==> src/rtl/dmem_arbiter.sv <==
// Two-master arbiter for the single-port data RAM: m0 (LSU) has priority, m1 (DMA) is
// protected from starvation. Misaligned or out-of-range accesses never reach the RAM.
module dmem_arbiter #(
  parameter int unsigned N        = 8,
  parameter int unsigned MAX_WAIT = 4
) (
  input  logic        clk,
  input  logic        rst,

  input  logic        m0_req,
  input  logic        m0_we,
  input  logic [1:0]  m0_size,
  input  logic [31:0] m0_addr,
  input  logic [31:0] m0_wdata,
  output logic        m0_gnt,
  output logic        m0_rvalid,
  output logic [31:0] m0_rdata,
  output logic        m0_err,

  input  logic        m1_req,
  input  logic        m1_we,
  input  logic [1:0]  m1_size,
  input  logic [31:0] m1_addr,
  input  logic [31:0] m1_wdata,
  output logic        m1_gnt,
  output logic        m1_rvalid,
  output logic [31:0] m1_rdata,
  output logic        m1_err,

  output logic        ram_we,
  output logic [1:0]  ram_mem_ctrl,
  output logic [31:0] ram_addr,
  output logic [31:0] ram_wdata,
  input  logic [31:0] ram_rdata
);

  // Access size encoding shared with the RAM's mem_ctrl input.
  localparam logic [1:0]  SizeHw    = 2'd1;
  localparam logic [1:0]  SizeW     = 2'd2;
  localparam logic [3:0]  MaxWait   = 4'(MAX_WAIT);
  localparam logic [32:0] WordLimit = 33'(1) << N;

  logic [3:0]  wait_q, wait_d;
  logic        any_gnt;
  logic        sel_we;
  logic [1:0]  sel_size;
  logic [31:0] sel_addr;
  logic [31:0] sel_wdata;
  logic        illegal;
  logic        rsp;

  logic [31:0] addr_q;
  logic [1:0]  ctrl_q;
  logic [31:0] wdata_q;

  logic [1:0]  rvalid_q, rvalid_d;
  logic [1:0]  err_q, err_d;
  logic [31:0] hold0_q, hold1_q;

  // Arbitration: m1 only overrides a competing m0 once it has lost MaxWait cycles in a row.
  always_comb begin
    m1_gnt = 1'b0;
    m0_gnt = 1'b0;
    if (!rst) begin
      m1_gnt = m1_req && (!m0_req || (wait_q == MaxWait));
      m0_gnt = m0_req && !m1_gnt;
    end
    any_gnt = m0_gnt || m1_gnt;
  end

  always_comb begin
    wait_d = 4'd0;
    if (m1_req && !m1_gnt) begin
      wait_d = (wait_q == 4'hf) ? 4'hf : wait_q + 4'd1;
    end
  end

  always_comb begin
    sel_we    = m1_gnt ? m1_we    : m0_we;
    sel_size  = m1_gnt ? m1_size  : m0_size;
    sel_addr  = m1_gnt ? m1_addr  : m0_addr;
    sel_wdata = m1_gnt ? m1_wdata : m0_wdata;
  end

  always_comb begin
    illegal = 1'b0;
    if ((sel_size == SizeHw) && (sel_addr[1:0] == 2'b11)) begin
      illegal = 1'b1;
    end
    if ((sel_size == SizeW) && (sel_addr[1:0] != 2'b00)) begin
      illegal = 1'b1;
    end
    if ({3'b000, sel_addr[31:2]} >= WordLimit) begin
      illegal = 1'b1;
    end
  end

  // Idle cycles replay the last granted bus so the RAM inputs never glitch.
  always_comb begin
    ram_we       = 1'b0;
    ram_addr     = addr_q;
    ram_mem_ctrl = ctrl_q;
    ram_wdata    = wdata_q;
    if (any_gnt) begin
      ram_we       = sel_we && !illegal;
      ram_addr     = illegal ? 32'd0 : sel_addr;
      ram_mem_ctrl = sel_size;
      ram_wdata    = sel_wdata;
    end
  end

  // Loads and every rejected access produce a response in the following cycle.
  always_comb begin
    rsp      = any_gnt && (illegal || !sel_we);
    rvalid_d = {m1_gnt && rsp, m0_gnt && rsp};
    err_d    = err_q;
    if (rvalid_d[0]) begin
      err_d[0] = illegal;
    end
    if (rvalid_d[1]) begin
      err_d[1] = illegal;
    end
  end

  // The RAM read port is synchronous, so the response word is its current output.
  always_comb begin
    m0_rvalid = rvalid_q[0];
    m1_rvalid = rvalid_q[1];
    m0_err    = err_q[0];
    m1_err    = err_q[1];
    m0_rdata  = hold0_q;
    m1_rdata  = hold1_q;
    if (rvalid_q[0]) begin
      m0_rdata = err_q[0] ? 32'd0 : ram_rdata;
    end
    if (rvalid_q[1]) begin
      m1_rdata = err_q[1] ? 32'd0 : ram_rdata;
    end
  end

  always_ff @(posedge clk or posedge rst) begin
    if (rst) begin
      wait_q   <= 4'd0;
      addr_q   <= 32'd0;
      ctrl_q   <= 2'd0;
      wdata_q  <= 32'd0;
      rvalid_q <= 2'b00;
      err_q    <= 2'b00;
      hold0_q  <= 32'd0;
      hold1_q  <= 32'd0;
    end else begin
      wait_q   <= wait_d;
      rvalid_q <= rvalid_d;
      err_q    <= err_d;
      if (any_gnt) begin
        addr_q  <= ram_addr;
        ctrl_q  <= ram_mem_ctrl;
        wdata_q <= ram_wdata;
      end
      if (rvalid_q[0]) begin
        hold0_q <= m0_rdata;
      end
      if (rvalid_q[1]) begin
        hold1_q <= m1_rdata;
      end
    end
  end

endmodule

==> config.mk <==
export PLATFORM = sky130hd
export DESIGN_NAME = dmem_arbiter
export DESIGN_NICKNAME = d
export VERILOG_FILES = /design/src/rtl/dmem_arbiter.sv
export SDC_FILE = /design/constraint.sdc
export NUM_CORES = 1
export LEC_CHECK = 0
export ABC_AREA = 0
export CAP_MARGIN = 15
export CORE_MARGIN = 10
export CORE_UTILIZATION = 44
export CTS_CLUSTER_DIAMETER = 150
export DETAILED_ROUTE_END_ITERATION = 6
export GPL_TIMING_DRIVEN = 0
export PLACE_DENSITY = 0.86
export SLEW_MARGIN = 25
export SYNTH_ARGS = -nofsm -noshare
export SYNTH_HDL_FRONTEND = slang
export SYNTH_SLANG_ARGS = --single-unit
==> constraint.sdc <==
create_clock -name clk -period 18 [get_ports clk]
set_input_delay 4.5 -clock clk [delete_from_list [all_inputs] [get_ports clk]]
set_output_delay 4.5 -clock clk [all_outputs]
set_load 0.02 [all_outputs]
==> metrics.cfg, run 1 <==
[clock_network]
cts_max_path_buffers=2
ctsHoldBuffers=0
clkLatencyLatePin_ns=0.41
cts_root_buf=clkbuf_16
htreeDepth=4
cts.sinks=138
cts.repair_timing.setup_buffer_count=0
cts-buffers-inserted=17
cts.repair.resized=0
clkTransAtPathRegs_ns=0.06
cts_tree=done

[worst_setup_path]
worstSetupPathType=input pin to primary output
timing.reg2reg.setup_slack_ns=15.91
worst_ep_arrival_time_ns=7.30
critical_path.startpoint_type=input pin
regToRegEndpoint=wdata_q[22]
worstRegToRegCells=8
worst-endpoint-required_ns=13.50
worstPathMaxFanout=67
end_kind=primary output
crit-reg2reg-launch=wait_q[0]

[synthesis]
ys_seq_elements=138
ys_async_sr_fraction_pct=100.0
syn_area_um2=6405
yosys-top-cells-area=dfrtp_1 (54%), o22ai_1 (8.9%), nor2_1 (5.6%)
seq_area_frac_synth_pct=53.92
syn-num-nets=886
syn-mean-instance-area_um2=8.970
post-synth-top-area-cell=dfrtp_1
netlist-cell-type-count=33
synth_enable_flop_cells=0
synth_cells=714
proportion_of_netlist_area_held_by_the_largest_area_contributor_pct=53.92
ys_top_cells_by_count=dfrtp_1 (138), nor2_1 (96), o22ai_1 (91)
postSynth.topFlopCell=dfrtp_1
yosysWarnings=0
yosys.cell_count.top_type=dfrtp_1

[global_routing]
global_route.usage.met2_pct=39.11
grt_start_max_net_pins=76
grt_pass1_vias=6779
number_of_antenna_violations_at_the_first_check_in_global_routing=0
grt_first_pass_wirelength_mm=36.74
globalRouteMet3Util_pct=7.793
groute.layer.met1.usage_pct=25.92
grt_most_used_layer=met2
tot_gr_track_use_pct=23.31
grt_overflow=0

[sta]
max_clock_freq_ghz=0.08476
setup_viol=0
period_utilization_pct=65.54
setup_tns_ns=0
final-max-slew-violation-count=0
fin_worst_skew_ns=0.008565
rsz0062_at_grt=no
timing.final.hold_violations=0
fin_crit_ns=11.80
worst_slew_pin_slew_ns=0.5674
slew-limit-headroom_pct=62.17

[floorplanning]
die_boundary_width_um=140.7
core_area_um2=14420
initial_utilization_pct=44.40
rows=44
die_area_um2=19780
io-pin-count=307
die_height_um=140.7

[final_layout]
post_route_cells_drive_above_1_share_pct=3.704
n_diodes=0
final.fill_count=1046
layout.area.seq_um2=3453
area_occupied_by_multi_input_gates_um2=2475
nNetsFinal=1212
syn2layout_area_growth_pct=62.14

[run_status]
status=finished, final reports clean

[detailed_routing]
drt-vias-per-instance=5.390
detail_route.wirelength_mm=23.92
drtIter0Drc=461
remaining_drc_errors=0
via_count=6667
final_antenna_net_count=0
wl_per_cell_um=19.33
detailedRoute.firstPassIterationCount=7

[power]
power_density_nw_per_um2=96.54
total_power_mw=1.003
static_power_due_to_leakage_nw=4.340
ir_drop_uv=60.54

[min_path]
hold_path.startpoint=addr_q[12]
min_delay_worst_endpoint=addr_q[12]
hold_depth=1
worst_hold_path_type=flop to flop

[run]
maxCapViolCount=0

[placement]
gp_congestion=0.8759
dp_hpwl_mm=18.70
io_buffers=306

cell type report:
cell class	instances	share of cell area [%]
clock inverter	11	1.843
multi-input combinational	455	23.83
timing repair buffer	307	29.76
sequential	138	33.25
inverter	71	2.639
tap	184	2.217
clock buffer	21	4.434
buffer	50	2.024
state kept, by name (all words and copies together), names as in the netlist:
signal / flops
ctrl_q: 2
hold1_q: 32
wait_q: 4
err_q: 2
addr_q: 32
wdata_q: 32
rvalid_q: 2
hold0_q: 32
cell families (layout without fill, tap and decap cells):
family | after synthesis | count (layout) | synth area share (%)
AO/OA/AOI/OAI | 205 | 205 | 19.71
adder cells (fa/ha/maj) | 2 | 2 | 0.3906
buffers and inverters | 121 | 460 | 7.443
flip-flops | 138 | 138 | 53.92
multiplexers | 7 | 7 | 1.094
AND/OR/NAND/NOR | 241 | 241 | 17.44
critical path: stages:
cell and delay, ns:
clkdlybuf4s50_1 0.51, inv_8 0.39, o21a_1 0.19, clkbuf_1 0.33, clkbuf_1 0.40, nor2_1 0.11
nor2_1 0.20, clkdlybuf4s50_1 0.66
worst max path at each step:
stage	from	to	slack (ns)	depth (start not counted)
5_1_grt	rst	ram_wdata[9]	5.98	8
3_5_place_dp	rst	ram_wdata[9]	6.19	8
3_3_place_gp	rst	ram_addr[0]	1.81	7
2_1_floorplan	rst	ram_addr[0]	4.63	5
6_report	rst	ram_wdata[13]	6.20	8
4_1_cts	rst	ram_wdata[9]	6.17	8
routing by layer:
metal / vias to the layer above / part of all wire, %
li1: 3111 / -
met4: 0 / 4.2
met2: 353 / 50
met1: 3147 / 37
met5: - / 0
met3: 56 / 8.6
per-stage QoR:
step / area, um2 / cells / setup slack [ns] / hold WS [ns] / util (%)
after global routing: 10390 / 1237 / 5.983 / 0.4839 / 72.00
after detailed placement: 9733 / 1205 / 6.192 / 0.4650 / 67.48
final: 10390 / 1237 / 6.202 / 0.4750 / 72.00
after floorplan: 6405 / 714 / 4.631 / 0.4442 / -
after global placement: 9698 / 1204 / 1.807 / 0.4601 / 67.24
after CTS: 10390 / 1237 / 6.174 / 0.4807 / 72.00
report_power, final:
group          leakage [nW]  internal (mW)  switching (mW)  total [mW]
Clock                 0.321          0.254           0.131       0.385
Sequential             1.78          0.344          0.0100       0.354
Combinational          2.24          0.122           0.142       0.264
cell usage in the layout (no fill, tap or decap), drive strengths merged, types with 2 or more instances in the layout:
master / Yosys / routed
nand2: 65 / 65
nor2: 96 / 96
bufinv: 0 / 5
nand2b: 2 / 2
o2111ai: 2 / 2
ha: 2 / 2
clkbuf: 39 / 60
nor3: 4 / 4
mux2i: 7 / 7
clkdlybuf4s50: 0 / 306
nand3b: 2 / 2
nand3: 2 / 2
a21oi: 18 / 18
o21ai: 69 / 69
inv: 71 / 72
nand4b: 2 / 2
dfrtp: 138 / 138
nand4: 2 / 2
a221o: 20 / 20
o22ai: 91 / 91
and2: 54 / 54
clkinv: 0 / 5
buf: 11 / 12
nor4: 10 / 10
No activity file was read; power rests on OpenSTA's default activity.
==> run 2, diff against run 1 <==
--- a/config.mk
+++ b/config.mk
@@ -8,11 +8,11 @@
 export ABC_AREA = 0
 export CAP_MARGIN = 15
 export CORE_MARGIN = 10
-export CORE_UTILIZATION = 44
+export CORE_UTILIZATION = 41
 export CTS_CLUSTER_DIAMETER = 150
 export DETAILED_ROUTE_END_ITERATION = 6
 export GPL_TIMING_DRIVEN = 0
-export PLACE_DENSITY = 0.86
+export PLACE_DENSITY = 0.81
 export SLEW_MARGIN = 25
 export SYNTH_ARGS = -nofsm -noshare
 export SYNTH_HDL_FRONTEND = slang
==> constraint.sdc (replaced) <==
create_clock -name clk -period 11.4 [get_ports clk]
set_input_delay 2.85 -clock clk [delete_from_list [all_inputs] [get_ports clk]]
set_output_delay 2.85 -clock clk [all_outputs]
set_load 0.02 [all_outputs]
==> run 2 against run 1 <==
Against the previous run: via count shrank 1.2%; combinational power grew 57%; critical path depth shrank 1; register-to-register slack lost 6.6 ns; cell area shrank 0.33%; non-clock buffer count is the same; sequential share of layout area grew 0.11 points; die area grew 6.3%; setup slack lost 3.3 ns; count of clock-buffer cells in the layout shrank 3; worst hold slack lost 0.0036 ns; critical endpoint is now ram_addr[1].
==> metrics.cfg, run 2 (synthesis gave the netlist of run 1 again) <==
[run_status]
status=finished, final reports clean

[placement]
io_buffers=306  ; unchanged
dpl-instance-area_um2=9767  ; +0.35%
gp_congestion=0.8263  ; -5.7%
dp_hpwl_mm=18.66  ; -0.23%

[detailed_routing]
wl_met1_mm=9.358  ; +4.8%
remaining_drc_errors=0  ; unchanged
wl_per_cell_um=18.95  ; -2.0%
drt-vias-per-instance=5.218  ; -3.2%
met3RoutedLength_mm=1.897  ; -8.0%
via_count=6590  ; -1.2%
drtIter0Drc=393  ; -15%
wl_met2_mm=11.95  ; +0.34%
detailedRoute.firstPassIterationCount=6  ; -1
final_antenna_net_count=0  ; unchanged
route.top_layer_used=met4
detail_route.wirelength_mm=23.93  ; about the same

[worst_setup_path]
worstSetupPathType=input pin to primary output
crit-reg2reg-launch=rvalid_q[0]
worst-endpoint-required_ns=8.55  ; -4.95 ns
worst_ep_arrival_time_ns=5.63  ; -1.67 ns
critical_path.startpoint_type=input pin
regToRegEndpoint=hold0_q[2]
end_kind=primary output
timing.reg2reg.setup_slack_ns=9.34  ; -6.57 ns
worstRegToRegCells=5  ; -3
worstPathMaxFanout=63  ; -6.0%

[floorplanning]
core_area_um2=15260  ; +5.8%
io-pin-count=307  ; unchanged
rows=45  ; +2.3%
die_boundary_width_um=145.0  ; +3.1%
die_area_um2=21020  ; +6.3%
initial_utilization_pct=41.98  ; -2.4 points
die_height_um=145.0  ; +3.1%

[run]
maxCapViolCount=0  ; unchanged

[clock_network]
htreeDepth=4  ; unchanged
cts.sinks=138  ; unchanged
cts-buffers-inserted=17  ; unchanged
cts_root_buf=clkbuf_16
clkTransAtPathRegs_ns=0.06  ; about the same
cts_tree=done
cts_max_path_buffers=2  ; unchanged
cts.repair.resized=0  ; unchanged
ctsHoldBuffers=0  ; unchanged
clkLatencyLatePin_ns=0.42  ; about the same
cts.repair_timing.setup_buffer_count=0  ; unchanged

[final_layout]
post_route_cells_drive_above_1_share_pct=3.802  ; +0.099 points
final_common_cell=clkdlybuf4s50_1
finish.instance_area_um2=10350  ; -0.33%
n_diodes=0  ; unchanged
syn2layout_area_growth_pct=61.61
nNetsFinal=1212  ; unchanged
mostFrequentLayoutCells=clkdlybuf4s50_1 (306), dfrtp_1 (138), nor2_1 (96), o22ai_1 (91), inv_1 (70)

[power]
static_power_due_to_leakage_nw=4.287  ; -1.2%
p_switching_uw=457.9  ; +62%
power.switching_fraction_pct=30.10  ; +1.9 points
combinationalPowerShare_pct=27.3  ; +1.0 points
clockPowerShare_pct=35.9  ; -2.5 points
p_int_mw=1.064  ; +48%
power_density_nw_per_um2=147.0  ; +52%
power_frac_seq_pct=36.7  ; +1.4 points
ir_drop_uv=102.9  ; +70%

[sta]
worst_slew_pin_slew_ns=0.5710  ; +0.003617 ns
final.hold.worst_slack_ns=0.4713  ; -0.003644 ns
fin_crit_ns=8.481
final-max-slew-violation-count=0  ; unchanged
slew-limit-headroom_pct=61.68  ; -0.50 points
rsz0062_at_grt=no
setup_tns_ns=0  ; unchanged
max_clock_freq_ghz=0.1179
period_utilization_pct=74.39
timing.final.hold_violations=0  ; unchanged
fin_worst_skew_ns=0.007617  ; -0.0009481 ns
setup_viol=0  ; unchanged

[min_path]
worst_hold_path_type=flop to flop
min_delay_worst_endpoint=addr_q[30]
hold_depth=1  ; unchanged
hold_path.startpoint=addr_q[30]

[global_routing]
grt_first_pass_wirelength_mm=37.30  ; +1.5%
tot_gr_track_use_pct=22.17  ; -1.1 points
number_of_antenna_violations_at_the_first_check_in_global_routing=0  ; unchanged
grt_overflow=0  ; unchanged
grt_pass1_vias=6753  ; -0.38%
grt_start_max_net_pins=80  ; +5.3%

-- run 2: metal layers --
layer / up-vias / global-route usage (%)
met4: 0 / 8.325
met2: 276 / 38.55
met5: - / 0
li1: 3105 / -
met3: 36 / 8.103
met1: 3173 / 24.10
-- run 2: power by group through the flow --
stage                     combinational [mW]  sequential (mW)  clock, mW
final                                  0.415            0.559      0.547
after global routing                   0.446            0.564      0.575
after CTS                              0.419            0.559      0.552
after detailed placement               0.416            0.567          0
after global placement                 0.409            0.565          0
after floorplan                        0.196            0.565          0
-- run 2: layout make-up --
type / count / area (um2)
plain buffers: 50 / 210.2
clock buffers: 18 / 439.2
clock inverters: 13 / 145.1
fillers: 1206 / 4907
inverters: 71 / 274.0
multi-input cells: 455 / 2475
flip-flops and latches: 138 / 3453
well taps: 211 / 264.0
repair buffers: 307 / 3090
-- run 2: critical path, cell delays in order --
cell             delay, ns
clkdlybuf4s50_1       0.51
inv_8                 0.37
o211ai_1              0.24
nor3_1                0.32
clkbuf_1              0.46
a221o_1               0.24
clkdlybuf4s50_1       0.64
-- run 2: how the worst max path moves through the flow --
stage,start,endpoint,cells after the start
after floorplan,rst,ram_addr[0],5
after global placement,rst,ram_addr[1],7
after detailed placement,rst,ram_wdata[6],8
after CTS,rst,ram_addr[0],7
after global routing,rst,ram_wdata[14],8
final,rst,ram_addr[1],7
-- run 2: metrics by stage --
stage / utilization (%) / power [mW] / setup WS, ns / std cells
detailed placement: 64.01 / 0.9833 / 2.883 / 1232
global placement: 63.78 / 0.9743 / -1.665 / 1231
finish: 67.84 / 1.521 / 2.919 / 1263
CTS: 67.84 / 1.530 / 2.860 / 1263
floorplan: - / 0.7605 / 1.331 / 714
global route: 67.84 / 1.585 / 2.686 / 1263
